--- src/rtl/vid_stream_capture.sv ---
// Clocked-video receiver: registers RGB/sync inputs, packs each frame into a
// valid/ready stream packet with sop/eop through a show-ahead FIFO, and measures frame size.
module vid_stream_capture #(
  parameter int DATA_W      = 24,
  parameter int CNT_W       = 12,
  parameter int FIFO_DEPTH  = 16,
  parameter bit SYNC_ACTIVE = 1'b0
) (
  input  logic              clk,
  input  logic              reset_n,
  input  logic              enable,
  input  logic [DATA_W-1:0] vid_data,
  input  logic              vid_datavalid,
  input  logic              vid_h_sync,
  input  logic              vid_v_sync,
  output logic [DATA_W-1:0] st_data,
  output logic              st_valid,
  input  logic              st_ready,
  output logic              st_sop,
  output logic              st_eop,
  output logic [CNT_W-1:0]  frame_width,
  output logic [CNT_W-1:0]  frame_height,
  output logic              frame_done,
  output logic              overflow,
  input  logic              clear_overflow
);

  localparam int AW = $clog2(FIFO_DEPTH);
  localparam logic [CNT_W-1:0] CNT_MAX = '1;

  typedef enum logic [1:0] {WAIT_VS, ACTIVE, DROP} state_t;

  state_t state, next_state;

  logic [DATA_W-1:0] data_r;
  logic              dv_r, hs_r, vs_r, hs_d, vs_d;
  logic              hs_edge, vs_edge;

  logic              pend_valid, pend_sop, first_seen;
  logic [DATA_W-1:0] pend_data;
  logic [CNT_W-1:0]  pix_cnt, line_cnt, width_cap;

  logic [DATA_W+1:0] mem [FIFO_DEPTH];
  logic [AW:0]       wr_ptr, rd_ptr;
  logic [DATA_W+1:0] head;
  logic              full, empty, pop, push_ok;

  logic              push_req, push_eop, ovf_set, done, capture, start;

  // Syncs reset to their idle level so leaving reset never looks like an edge
  always_ff @(posedge clk or negedge reset_n) begin
    if (!reset_n) begin
      data_r <= '0;
      dv_r   <= 1'b0;
      hs_r   <= ~SYNC_ACTIVE;
      vs_r   <= ~SYNC_ACTIVE;
      hs_d   <= ~SYNC_ACTIVE;
      vs_d   <= ~SYNC_ACTIVE;
    end else begin
      data_r <= vid_data;
      dv_r   <= vid_datavalid;
      hs_r   <= vid_h_sync;
      vs_r   <= vid_v_sync;
      hs_d   <= hs_r;
      vs_d   <= vs_r;
    end
  end

  assign hs_edge = (hs_r == SYNC_ACTIVE) && (hs_d != SYNC_ACTIVE);
  assign vs_edge = (vs_r == SYNC_ACTIVE) && (vs_d != SYNC_ACTIVE);

  assign empty   = (wr_ptr == rd_ptr);
  assign full    = (wr_ptr[AW] != rd_ptr[AW]) && (wr_ptr[AW-1:0] == rd_ptr[AW-1:0]);
  assign pop     = !empty && st_ready;
  assign push_ok = push_req && (!full || pop);

  always_ff @(posedge clk or negedge reset_n) begin
    if (!reset_n) state <= WAIT_VS;
    else          state <= next_state;
  end

  always_comb begin
    next_state = state;
    case (state)
      WAIT_VS, DROP: if (vs_edge) next_state = enable ? ACTIVE : WAIT_VS;
      ACTIVE: begin
        if (ovf_set)      next_state = DROP;
        else if (vs_edge) next_state = enable ? ACTIVE : WAIT_VS;
      end
      default: next_state = WAIT_VS;
    endcase
  end

  // A v_sync edge closes the current packet and takes priority over a pixel
  always_comb begin
    push_req = 1'b0;
    push_eop = 1'b0;
    capture  = 1'b0;
    if (state == ACTIVE) begin
      if (vs_edge) begin
        push_req = pend_valid;
        push_eop = 1'b1;
      end else if (dv_r) begin
        push_req = pend_valid;
        capture  = 1'b1;
      end
    end
    ovf_set = push_req && full && !pop;
    done    = (state == ACTIVE) && vs_edge && pend_valid && !ovf_set;
    start   = vs_edge && enable && !ovf_set;
  end

  always_ff @(posedge clk or negedge reset_n) begin
    if (!reset_n) begin
      pend_valid <= 1'b0;
      pend_sop   <= 1'b0;
      pend_data  <= '0;
      first_seen <= 1'b0;
    end else if (vs_edge || ovf_set) begin
      pend_valid <= 1'b0;
      if (start) first_seen <= 1'b0;
    end else if (capture) begin
      pend_valid <= 1'b1;
      pend_data  <= data_r;
      pend_sop   <= !first_seen;
      first_seen <= 1'b1;
    end
  end

  // Width comes from the first line holding pixels; the last line is counted at v_sync
  always_ff @(posedge clk or negedge reset_n) begin
    if (!reset_n) begin
      pix_cnt      <= '0;
      line_cnt     <= '0;
      width_cap    <= '0;
      frame_width  <= '0;
      frame_height <= '0;
      frame_done   <= 1'b0;
    end else begin
      frame_done <= done;
      if (done) begin
        frame_width  <= (line_cnt == '0) ? pix_cnt : width_cap;
        frame_height <= (pix_cnt != '0 && line_cnt != CNT_MAX) ? line_cnt + CNT_W'(1) : line_cnt;
      end
      if (start) begin
        pix_cnt   <= '0;
        line_cnt  <= '0;
        width_cap <= '0;
      end else if (state == ACTIVE) begin
        if (hs_edge) begin
          pix_cnt <= '0;
          if (pix_cnt != '0 && line_cnt != CNT_MAX) line_cnt <= line_cnt + CNT_W'(1);
          if (pix_cnt != '0 && line_cnt == '0)      width_cap <= pix_cnt;
        end else if (capture && pix_cnt != CNT_MAX) begin
          pix_cnt <= pix_cnt + CNT_W'(1);
        end
      end
    end
  end

  always_ff @(posedge clk or negedge reset_n) begin
    if (!reset_n) begin
      wr_ptr   <= '0;
      rd_ptr   <= '0;
      overflow <= 1'b0;
    end else begin
      if (push_ok) wr_ptr <= wr_ptr + (AW+1)'(1);
      if (pop)     rd_ptr <= rd_ptr + (AW+1)'(1);
      if (ovf_set)             overflow <= 1'b1;
      else if (clear_overflow) overflow <= 1'b0;
    end
  end

  always_ff @(posedge clk) begin
    if (push_ok) mem[wr_ptr[AW-1:0]] <= {pend_data, pend_sop, push_eop};
  end

  // Outputs are masked while empty so stale FIFO storage never shows
  assign head     = mem[rd_ptr[AW-1:0]];
  assign st_valid = !empty;
  assign st_data  = empty ? '0 : head[DATA_W+1:2];
  assign st_sop   = !empty && head[1];
  assign st_eop   = !empty && head[0];

endmodule

--- config.mk ---
export PLATFORM = sky130hd
export DESIGN_NAME = vid_stream_capture
export DESIGN_NICKNAME = d
export VERILOG_FILES = /design/src/rtl/vid_stream_capture.sv
export SDC_FILE = /design/constraint.sdc
export NUM_CORES = 1
export LEC_CHECK = 0
export ABC_AREA = 0
export CAP_MARGIN = 20
export CORE_MARGIN = 1.5
export CORE_UTILIZATION = 25
export DETAILED_ROUTE_END_ITERATION = 16
export SLEW_MARGIN = 20
export SYNTH_ARGS = -nofsm -noshare
export SYNTH_HDL_FRONTEND = slang
export SYNTH_SLANG_ARGS = --single-unit
--- constraint.sdc ---
create_clock -name clk -period 8.65 [get_ports clk]
set_input_delay 1.73 -clock clk [delete_from_list [all_inputs] [get_ports clk]]
set_output_delay 1.73 -clock clk [all_outputs]
set_load 0.02 [all_outputs]
Yosys cells after proc, flatten, opt, wreduce, memory -nomap -nowiden
Memories as Yosys holds them, arrays and structs flattened.
Index checks and enable logic that the tools add are counted.
{"block": "word_totals", "reg_bits": 130, "ram_bits": 416, "inputBits": 32, "out_inout_bits": 53, "elab_cells": 109, "mem_count": 1}
{"block": "classes", "addsub": 4, "n_eq_ne": 8, "muxes": 34, "bitwise": 3, "n_reduce_logical": 39}
{"memory": "mem", "depth": 16, "width": 26, "read_ports": 1, "rd_clocked_by_memory_dff": 0, "write_ports": 1, "line_no": "43", "rtl": "logic [DATA_W+1:0] mem [FIFO_DEPTH];"}
{"op": "$mux W12", "count": 13}
{"op": "$add A12 B1 Y12 const B", "count": 2}
{"op": "$mux W24", "count": 1}
{"op": "$ne A12 B12 Y1 const B", "count": 2}
{"op": "$logic_and A1 B1 Y1", "count": 17}
{"op": "$mux W1", "count": 17}
{"op": "$logic_not A12 Y1", "count": 1}
{"op": "$reduce_bool A12 Y1", "count": 1}
{"op": "$add A5 B1 Y5 const B", "count": 2}
{"op": "$reduce_bool A2 Y1", "count": 5}
{"op": "$reduce_and A2 Y1", "count": 4}
{"op": "$eq A5 B5 Y1", "count": 1}
{"op": "$logic_not A1 Y1", "count": 5}
{"op": "$eq A4 B4 Y1", "count": 1}
{"op": "$mux W2", "count": 2}
{"op": "$pmux W2 S2", "count": 1}
{"op": "$not A1 Y1", "count": 3}
{"op": "$reduce_and A3 Y1", "count": 1}
{"op": "$reduce_bool A3 Y1", "count": 1}
{"op": "$eq A2 B1 Y1 const B", "count": 1}
{"op": "$eq A2 B2 Y1 const B", "count": 1}
{"op": "$logic_not A2 Y1", "count": 1}
{"op": "$logic_or A1 B1 Y1", "count": 2}
{"op": "$ne A2 B2 Y1 const B", "count": 1}
{"op": "2 further kinds", "count": 2}

Logic depth before layout (Yosys ltp)
{"block": "logic_depth", "word_depth": 10, "mapped_depth": 9, "depth_no_buf": 7}

Worst setup path after synthesis
OpenSTA, ideal clock, no wires.
{"block": "synth_path", "kind": "input to register", "from": "input st_ready", "to": "memory mem[0][0] (netlist bit), enable pin", "setup_ps": 475, "arrival_ps": 4876, "path_slack_ps": 3299, "path_stages": 5, "n_path_buf": 1, "cell_sequence": "inv_1 nand2_1 o221a_2 buf_2 nor4bb_1"}
{"block": "synth_between", "elab_chain_cells": 5}
{"item": "start, declared", "line_no": "18", "rtl": "input logic st_ready,"}
{"item": "$logic_and A1 B1 Y1", "line_no": "74", "rtl": "assign pop = !empty && st_ready;"}
{"item": "$logic_or A1 B1 Y1", "line_no": "75", "rtl": "assign push_ok = push_req && (!full || pop);"}
{"item": "$logic_and A1 B1 Y1", "line_no": "75"}
{"item": "$mux W1", "line_no": "175", "rtl": "if (push_ok) mem[wr_ptr[AW-1:0]] <= {pend_data, pend_sop, push_eop};"}
{"item": "$mux W1 (implied by the code)", "line_no": "175"}
{"item": "end, declared", "line_no": "43"}
Every way passes these cells.

Worst setup path after layout
{"block": "layout_path", "from": "register rd_ptr[1]", "to": "output st_data[21]"}
{"block": "layout_between", "elab_chain_cells": 2}
{"item": "start, declared", "line_no": "44", "rtl": "logic [AW:0] wr_ptr, rd_ptr;"}
{"item": "start signal, assigned", "line_no": "168", "rtl": "if (pop) rd_ptr <= rd_ptr + (AW+1)'(1);"}
{"item": "$mem_v2 Z16 W26 / $eq A5 B5 Y1 (equally long branches)"}
{"item": "$mux W24 *", "line_no": "181", "rtl": "assign st_data = empty ? '0 : head[DATA_W+1:2];"}
{"item": "end, declared", "line_no": "16", "rtl": "output logic [DATA_W-1:0] st_data,"}
Every way passes the cells marked *; elsewhere a longest branch is shown, timed or not.

==> metrics.cfg <==
[grt]
antenna_found_initial = 1
grt_usage_pct = 11.1
overflow = 0
grt_pass1_wl_um = 72800
grt_pass1_vias = 11200
grt_max_degree = 68

[power_and_ir_drop]
internal_power_mw = 5.65
p_total_mw = 8.07
p_comb_share_pct = 27.7
power_density_nw_per_um2 = 316
seq_power_share_pct = 43.3
switching_power_mw = 2.42
ir_drop_mv = 0.184
clockPowerShare_pct = 29.0
sw_frac_of_total_pct = 30.0
p_leak_nw = 8.40

[clock_tree]
cts_buffer_depth = 3
numCtsBuffers = 53
clk_pin_slew_ns = 0.06
cts.htree.levels = 2
cts_tree = done
cts_resized = 0
cts_sinks = 546
root_buffer = clkbuf_16
cts_hold_buffers = 0
post-cts-setup-buffer-count = 0
clk_latency_ns = 0.62

[setup_path]
cp.arrival_ns = 4.07
reg2reg_from = rd_ptr[0]$_DFFE_PN0P_
startpoint_type = register
crit_fanout = 64
path_cells = buf_4 > mux4_2 > mux4_2 > and2_1 > clkdlybuf4s50_1
slowest_stage = dfrtp_4
worst-setup-path-type = register to output port
reg2reg_to = mem[5][14]$_DFFE_PP_
reg2reg_depth = 6
slowest_delay_ns = 0.88
reg2reg_slack_ns = 5.31
critPathRequiredTime_ns = 6.92
cpMostUsedCell = mux4_2
worstSetupEndpointType = output port

[detailed_routing]
antenna_left = 0
wl_um = 48400
wl_met3_um = 2660
wl_per_cell_um = 20.1
viasPerCell = 4.43
wl_met1_um = 21400
vias = 10700
drc = 0
wl_met2_um = 23500
firstDrtPassIters = 5
drtIter0Drc = 838
dr.max_layer_used = met4

[synthesis]
synthFlopType = edfxtp_1
yosys_register_bits = 546
ys_types = 52
synth_largest_area_cell = edfxtp_1
avgSynthCellArea_um2 = 19.1
netlist.area_leader.share_pct = 58.0
synth_common_cells = edfxtp_1 (416), mux4_2 (130), dfrtp_1 (126)
syn_area_um2 = 21500
netlist_top_cells_area = edfxtp_1 (58%), dfrtp_1 (15%), mux4_2 (14%)
ys_seq_area_share_pct = 73.2
yosys_warnings = 0
synth_edf_count = 416
syn_nets = 1168
synthArstFlopShare_pct = 23.8
synth_most_common_cell = edfxtp_1
syn-instance-count = 1127

[sta]
tightest_slew_ns = 0.969
maxSlewViolCount = 0
fmax_mhz = 172
rsz0062_at_grt = no
hold_viol = 0
finalSetupViolCount = 0
final_period_minus_worst_setup_slack_ns = 5.80
fin_crit_sh_pct = 67.1
max_slew_margin_pct = 35.4
worst_slack_ns = 2.85
setup_tns_ns = 0
worst_hold_slack_ns = 0.361
fin_worst_skew_ns = 0.0239

[outcome]
status = finished, final reports clean

[die]
start_util_pct = 25.2
die_w_um = 296
dieArea_um2 = 87900
core_area_um2 = 85300
ioPinCount = 85
num_rows = 107
fp.dieH_um = 296

[layout]
multiInputGateArea_um2 = 5470
drive_gt1_share_pct = 22.6
seq_area_um2 = 15800
fin_nets = 1268
syn_to_final_growth_pct = 18.6
fillers = 8286
finalInstanceArea_um2 = 25500
diodes = 0

[place]
place_area_um2 = 23700
place.gp.congestion = 0.785
hpwl_um = 26300
portBuffers = 84
dp_slack_ns = 3.41

[min_path]
min_to = vs_d$_DFF_PN1_
hold_start = vs_r$_DFF_PN1_
hp-class = register to register
whs_path_depth = 0

[job]
cap_violations = 0

## power by group through the flow
stage / clock network (mW) / registers, mW / logic, mW
2_1_floorplan: 0 / 3.40 / 1.54
3_3_place_gp: 0 / 3.54 / 2.26
3_5_place_dp: 0 / 3.56 / 2.28
4_1_cts: 2.40 / 3.51 / 2.29
5_1_grt: 2.50 / 3.55 / 2.40
6_report: 2.34 / 3.50 / 2.23
## cells by family (layout without fill, tap and decap cells)
kind of cell	after synthesis	after routing	synth area share (%)
flip-flops	546	546	73.2
AND/OR/NAND/NOR	207	207	5.22
multiplexers	172	172	15.7
AO/OA/AOI/OAI	87	87	2.40
buffers and inverters	78	219	1.81
XOR/XNOR	28	28	1.14
adder cells (fa/ha/maj)	9	9	0.523
## cell type report
| type | count | share of cell area (%) |
|---|---|---|
| well taps | 1144 | 5.61 |
| clock buffers | 59 | 5.28 |
| multi-input cells | 503 | 21.4 |
| repair buffers | 110 | 4.16 |
| clock inverters | 37 | 1.59 |
| inverters | 13 | 0.191 |
| flip-flops and latches | 546 | 61.7 |
## worst max-delay path by stage
stage,to,slack (ns),start
after global placement,st_data[21],3.40,rd_ptr[0]$_DFFE_PN0P_
final,st_data[21],2.85,rd_ptr[1]$_DFFE_PN0P_
after global routing,st_data[21],2.62,rd_ptr[0]$_DFFE_PN0P_
after CTS,st_data[21],2.73,rd_ptr[0]$_DFFE_PN0P_
after detailed placement,st_data[21],3.41,rd_ptr[0]$_DFFE_PN0P_
after floorplan,mem[0][0]$_DFFE_PP_,3.30,st_ready
## metrics by stage
stage,instances,util [%]
floorplan,1127,-
global placement,2315,27.8
detailed placement,2315,27.8
CTS,2411,29.9
global route,2412,29.9
finish,2412,29.9
## cell usage in the layout, fill, tap and decap left out, types with 3 or more instances in the layout
master and instances:
clkinv_1 10, nor4bb_4 4, a21oi_1 47, nand2_1 47
inv_1 13, xnor2_1 13, dfrtp_1 123, nand2b_1 4
nor3b_2 4, mux2i_1 13, nor2b_1 5, nor3_1 4
mux2_2 29, bufinv_16 6, and2_1 33, ha_1 9
dfstp_2 4, nor2_1 42, xor2_1 15, buf_4 24
and3_1 4, edfxtp_1 416, nand3_1 17, inv_6 5
a31oi_1 6, o21ai_0 10, mux4_2 130, o211ai_1 7
clkbuf_16 53, clkinv_2 10, clkbuf_1 6, nand3b_1 3
clkdlybuf4s50_1 83, and4b_1 4, nand4_1 17, and4_1 8
## worst max-delay path, delay by kind of cell (launching register included)
kind | cells | cell delay, ns
multiplexers | 2 | 0.97
AND/OR/NAND/NOR | 1 | 0.19
flip-flops | 1 | 0.88
buffers and inverters | 2 | 1.40
## sequential cells by signal, summed over array words and instances (netlist names)
register and count:
vs_d 1, pend_data 24, overflow 1, frame_done 1
first_seen 1, state 2, width_cap 12, data_r 24
pix_cnt 12, pend_sop 1, hs_d 1, hs_r 1
pend_valid 1, vs_r 1, frame_width 12, rd_ptr 5
wr_ptr 5, mem 416, line_cnt 12, frame_height 12
dv_r 1
## layer usage
layer  vias to the layer above  global-route usage (%)
met1                      5672                    15.2
met5                         -                       0
li1                       4670                       -
met4                         0                    2.61
met3                        58                    2.36
met2                       294                    18.2
Note: power is estimated with default switching activity, not from simulation.
